--- config.mk ---
export PLATFORM = sky130hd
export DESIGN_NAME = compressor_tree_n_2_pipe
export DESIGN_NICKNAME = d
export VERILOG_FILES = /design/src/rtl/compressor_tree_n_2_pipe.sv
export SDC_FILE = /design/constraint.sdc
export NUM_CORES = 1
export LEC_CHECK = 0
export CORE_MARGIN = 5
export CORE_UTILIZATION = 30
export DETAILED_ROUTE_END_ITERATION = 16
export HOLD_SLACK_MARGIN = 0.03
export PLACE_DENSITY_LB_ADDON = 0.25
export SYNTH_ARGS = -nofsm -noshare
export SYNTH_HDL_FRONTEND = slang
export SYNTH_SLANG_ARGS = --single-unit
--- constraint.sdc ---
create_clock -name clk_i -period 4.9 [get_ports clk_i]
set_clock_uncertainty 0.05 [all_clocks]
set_input_delay 0.98 -clock clk_i [delete_from_list [all_inputs] [get_ports clk_i]]
set_output_delay 0.98 -clock clk_i [all_outputs]
set_load 0.01 [all_outputs]
--- src/rtl/compressor_tree_n_2_pipe.sv ---
// Pipelined N:2 carry-save reduction tree with a carry-save accumulator stage.
// Valid/ready streaming with a single global stall enable across all stages.
`timescale 1ns/1ps
module compressor_tree_n_2_pipe #(
  parameter int unsigned NUM_IN   = 8,
  parameter int unsigned IN_SIZE  = 12,
  parameter int unsigned OUT_SIZE = 24
) (
  input  logic                clk_i,
  input  logic                rst_i,
  input  logic [IN_SIZE-1:0]  in_i [NUM_IN],
  input  logic                acc_i,
  input  logic                valid_i,
  output logic                ready_o,
  output logic [OUT_SIZE-1:0] sum_o,
  output logic [OUT_SIZE-1:0] carry_o,
  output logic                valid_o,
  input  logic                ready_i
);

  localparam int unsigned LVLS  = $clog2(NUM_IN) - 1;
  localparam int unsigned WORDS = NUM_IN / 2;

  logic [OUT_SIZE-1:0] lvl_q [LVLS][WORDS];
  logic [OUT_SIZE-1:0] lvl_d [LVLS][WORDS];
  logic [LVLS-1:0]     vld_q, vld_d;
  logic [LVLS-1:0]     tag_q, tag_d;
  logic [OUT_SIZE-1:0] acc_s_q, acc_s_d;
  logic [OUT_SIZE-1:0] acc_c_q, acc_c_d;
  logic                valid_o_q, valid_o_d;
  logic                en;
  logic [2*OUT_SIZE-1:0] r;

  // Two chained 3:2 stages; returns {carry, sum}, congruent to a+b+c+d mod 2^OUT_SIZE.
  function automatic logic [2*OUT_SIZE-1:0] c42(
    input logic [OUT_SIZE-1:0] a,
    input logic [OUT_SIZE-1:0] b,
    input logic [OUT_SIZE-1:0] c,
    input logic [OUT_SIZE-1:0] d
  );
    logic [OUT_SIZE-1:0] s1, c1, s2, c2;
    s1 = a ^ b ^ c;
    c1 = ((a & b) | (a & c) | (b & c)) << 1;
    s2 = s1 ^ d ^ c1;
    c2 = ((s1 & d) | (s1 & c1) | (d & c1)) << 1;
    return {c2, s2};
  endfunction

  always_comb begin
    en        = ready_i | ~valid_o_q;
    lvl_d     = lvl_q;
    vld_d     = vld_q;
    tag_d     = tag_q;
    acc_s_d   = acc_s_q;
    acc_c_d   = acc_c_q;
    valid_o_d = valid_o_q;
    r         = '0;
    if (en) begin
      for (int unsigned j = 0; j < NUM_IN / 4; j++) begin
        r = c42(OUT_SIZE'(in_i[4*j]),   OUT_SIZE'(in_i[4*j+1]),
                OUT_SIZE'(in_i[4*j+2]), OUT_SIZE'(in_i[4*j+3]));
        lvl_d[0][2*j]   = r[OUT_SIZE-1:0];
        lvl_d[0][2*j+1] = r[2*OUT_SIZE-1:OUT_SIZE];
      end
      vld_d[0] = valid_i;
      tag_d[0] = acc_i;
      for (int unsigned k = 1; k < LVLS; k++) begin
        for (int unsigned j = 0; j < (NUM_IN >> (k + 2)); j++) begin
          r = c42(lvl_q[k-1][4*j],   lvl_q[k-1][4*j+1],
                  lvl_q[k-1][4*j+2], lvl_q[k-1][4*j+3]);
          lvl_d[k][2*j]   = r[OUT_SIZE-1:0];
          lvl_d[k][2*j+1] = r[2*OUT_SIZE-1:OUT_SIZE];
        end
        vld_d[k] = vld_q[k-1];
        tag_d[k] = tag_q[k-1];
      end
      valid_o_d = vld_q[LVLS-1];
      // Bubbles advance but leave the accumulator untouched.
      if (vld_q[LVLS-1]) begin
        r = c42(lvl_q[LVLS-1][0], lvl_q[LVLS-1][1],
                tag_q[LVLS-1] ? acc_s_q : '0,
                tag_q[LVLS-1] ? acc_c_q : '0);
        acc_s_d = r[OUT_SIZE-1:0];
        acc_c_d = r[2*OUT_SIZE-1:OUT_SIZE];
      end
    end
  end

  always_ff @(posedge clk_i) begin
    if (rst_i) begin
      lvl_q     <= '{default: '0};
      vld_q     <= '0;
      tag_q     <= '0;
      acc_s_q   <= '0;
      acc_c_q   <= '0;
      valid_o_q <= 1'b0;
    end else begin
      lvl_q     <= lvl_d;
      vld_q     <= vld_d;
      tag_q     <= tag_d;
      acc_s_q   <= acc_s_d;
      acc_c_q   <= acc_c_d;
      valid_o_q <= valid_o_d;
    end
  end

  assign ready_o = en;
  assign sum_o   = acc_s_q;
  assign carry_o = acc_c_q;
  assign valid_o = valid_o_q;

endmodule

==> results.toml <==
[status]
status = "finished, final reports clean"

[yosys]
netlist_area_um2 = 6960
ys_seq_area_share_pct = 36.5
synth_top_cells_by_area = "dfxtp_1, fa_1, a21oi_1, nand2_1, and2_1"
yosys.cell_types.count = 22
netlist_instances = 733
ys_seq_elements = 127
yosysTopAreaCell = "dfxtp_1"
synth_warnings = 0
avgSynthCellArea_um2 = 9.50
synth_top_area_share_pct = 36.5

[critical_path]
path_common_cell = "clkdlybuf4s50_1"
cp_slowest_cell = "clkdlybuf4s50_1"
worst-path-max-fanout = 22
cp_num_buf_inv = 3
path_cells = "clkdlybuf4s50_1 -> nor2b_4 -> inv_4 -> clkdlybuf4s50_1"
arrival_ns = 2.40
crit_path_end_kind = "output port"
worst_path_largest_cell_delay_ns = 0.49
crit_path_start_kind = "input port"
critical_path_class = "in2out"
required_ns = 3.87
critPathTopFamily = "buffers and inverters"

[routing]
drt_iter0_drc = 289
drt-met1-wl_um = 8770
first_pass_iters = 4
top_layer_used = "met5"
met2WireLength_um = 7400
num_vias = 5299
postRouteAntennaNets = 0
post-route-drc-count = 0
routed_wl_um = 17300
vias_per_cell = 4.52
wl_per_cell_um = 14.8
route.met3.wl_um = 966

[flow_run]
drv_cap = 0

[timing]
clock.fmax_mhz = 292
relSlewSlack_pct = 18.6
slew_violations = 0
finalHoldViolations = 0
fin_crit_sh_pct = 70.0
whs_ns = 0.399
worst_pin_slew_ns = 1.22
setup_viol = 0
rsz0062_at_grt = "false"
setup_tns_ns = 0
period_needed_ns = 3.43

[finish]
layout_commonest_cell = "nand2_1"
final_cell_mix = "nand2_1, clkdlybuf4s50_1, dfxtp_1"
area_growth_pct = 31.6
antennaDiodeCount = 0
final_util_pct = 40.2
drive_gt1_share_pct = 5.00
nets = 1057

[cts]
insertion_delay_ns = 0.42
cts_setup_buffers = 0
clkTransAtPathRegs_ns = 0.05
ctsResizeCount = 0
cts_tree = "yes"
cts_root_buffer = "clkbuf_16"
cts_buffer_depth = 2
ctsHoldBuffers = 0
cts_buffers = 17
htree_levels = 4
cts.sinks = 127

[power]
p_per_area_nw_per_um2 = 336
finalPower_uw = 3080
peakVddDrop_uv = 157
p_leak_uw = 0.00357

[placed_design]
gp_congestion = 0.710
place_hpwl_um = 12100
port-buffer-count = 148

[min_path]
holdCritPathClass = "reg2reg"

[grt]
grt_pass1_vias = 5320
gr-usage-all-layers_pct = 13.2
grt_pass1_wl_um = 28100
antenna_found_initial = 2
overflow = 0
grt_max_degree = 106

[floorplanning]
coreArea_um2 = 22800
placementRows = 55
die_h_um = 162
fp.dieW_um = 162
start_util_pct = 30.6
pin_count = 151
fp.dieArea_um2 = 26400
==> metal layers <==
metal,vias to the layer above,global-route usage (%)
met3,17,3.90
li1,2622,-
met2,137,18.8
met5,-,0
met1,2519,19.5
met4,4,3.81
==> kinds of logic (layout without fill, tap and decap cells) <==
kind of cell,count (synthesis),after routing,share of synthesized area (%)
buffers and inverters,73,199,4.82
adders and majority gates,109,109,29.8
and+or+nand+nor,250,250,16.0
other,1,2,0.0539
DFF,127,127,36.5
AOI/OAI and AO/OA,173,173,12.8
==> final timing paths <==
check | from | end | slack (ns) | cells after the start
worst max register to register | tag_q[1] | sum_o[13] | 2.14 | 6
worst max-delay path | ready_i | ready_o | 1.47 | 4
worst min-delay path | lvl_q[156] | lvl_q[156] | 0.40 | 2
worst min register to register | lvl_q[156] | lvl_q[156] | 0.40 | 2
==> worst reg2reg max path: cells and delay by family, from the launching register on <==
| family | cells | cell delay [ns] |
|---|---|---|
| adders and majority gates | 2 | 0.93 |
| DFF | 1 | 0.96 |
| AOI/OAI and AO/OA | 1 | 0.17 |
| buffers and inverters | 1 | 0.33 |
| and+or+nand+nor | 2 | 0.24 |
==> Yosys cell counts, drive strengths merged <==
library cell,instances
nand2,155
dfxtp,127
a21oi,124
fa,95
nand3,45
o21ai,45
and2,44
buf,35
clkbuf,24
ha,14
inv,14
a211oi,3
nor2,3
nor2b,2
conb,1
o31ai,1
or4,1
==> final cells by class <==
type | instances | area, um2
Inverter | 14 | 55.1
Timing Repair Buffer | 153 | 1520
Clock buffer | 20 | 447
Fill cell | 2304 | 13600
Tap cell | 313 | 392
Clock inverter | 12 | 114
Sequential cell | 127 | 2540
Multi-Input combinational cell | 534 | 4100
==> sequential cells by signal, summed over array words and instances (netlist names) <==
signal and cells:
carry_o 22, lvl_q 76, sum_o 24, tag_q 2, valid_o 1, vld_q 2
==> stage by stage <==
stage / cells / setup WS (ns) / area, um2
finish: 1173 / 1.47 / 9160
global route: 1173 / 1.36 / 9160
CTS: 1173 / 1.45 / 9160
detailed placement: 1141 / 1.45 / 8600
global placement: 1141 / 1.45 / 8600
floorplan: 734 / 2.30 / 6970
==> report_power, final <==
part           internal, uW  switching [uW]
clock                   712             476
sequential             1150             103
combinational           324             308
total                  2190             888
Note: power is estimated with default switching activity, not from simulation.
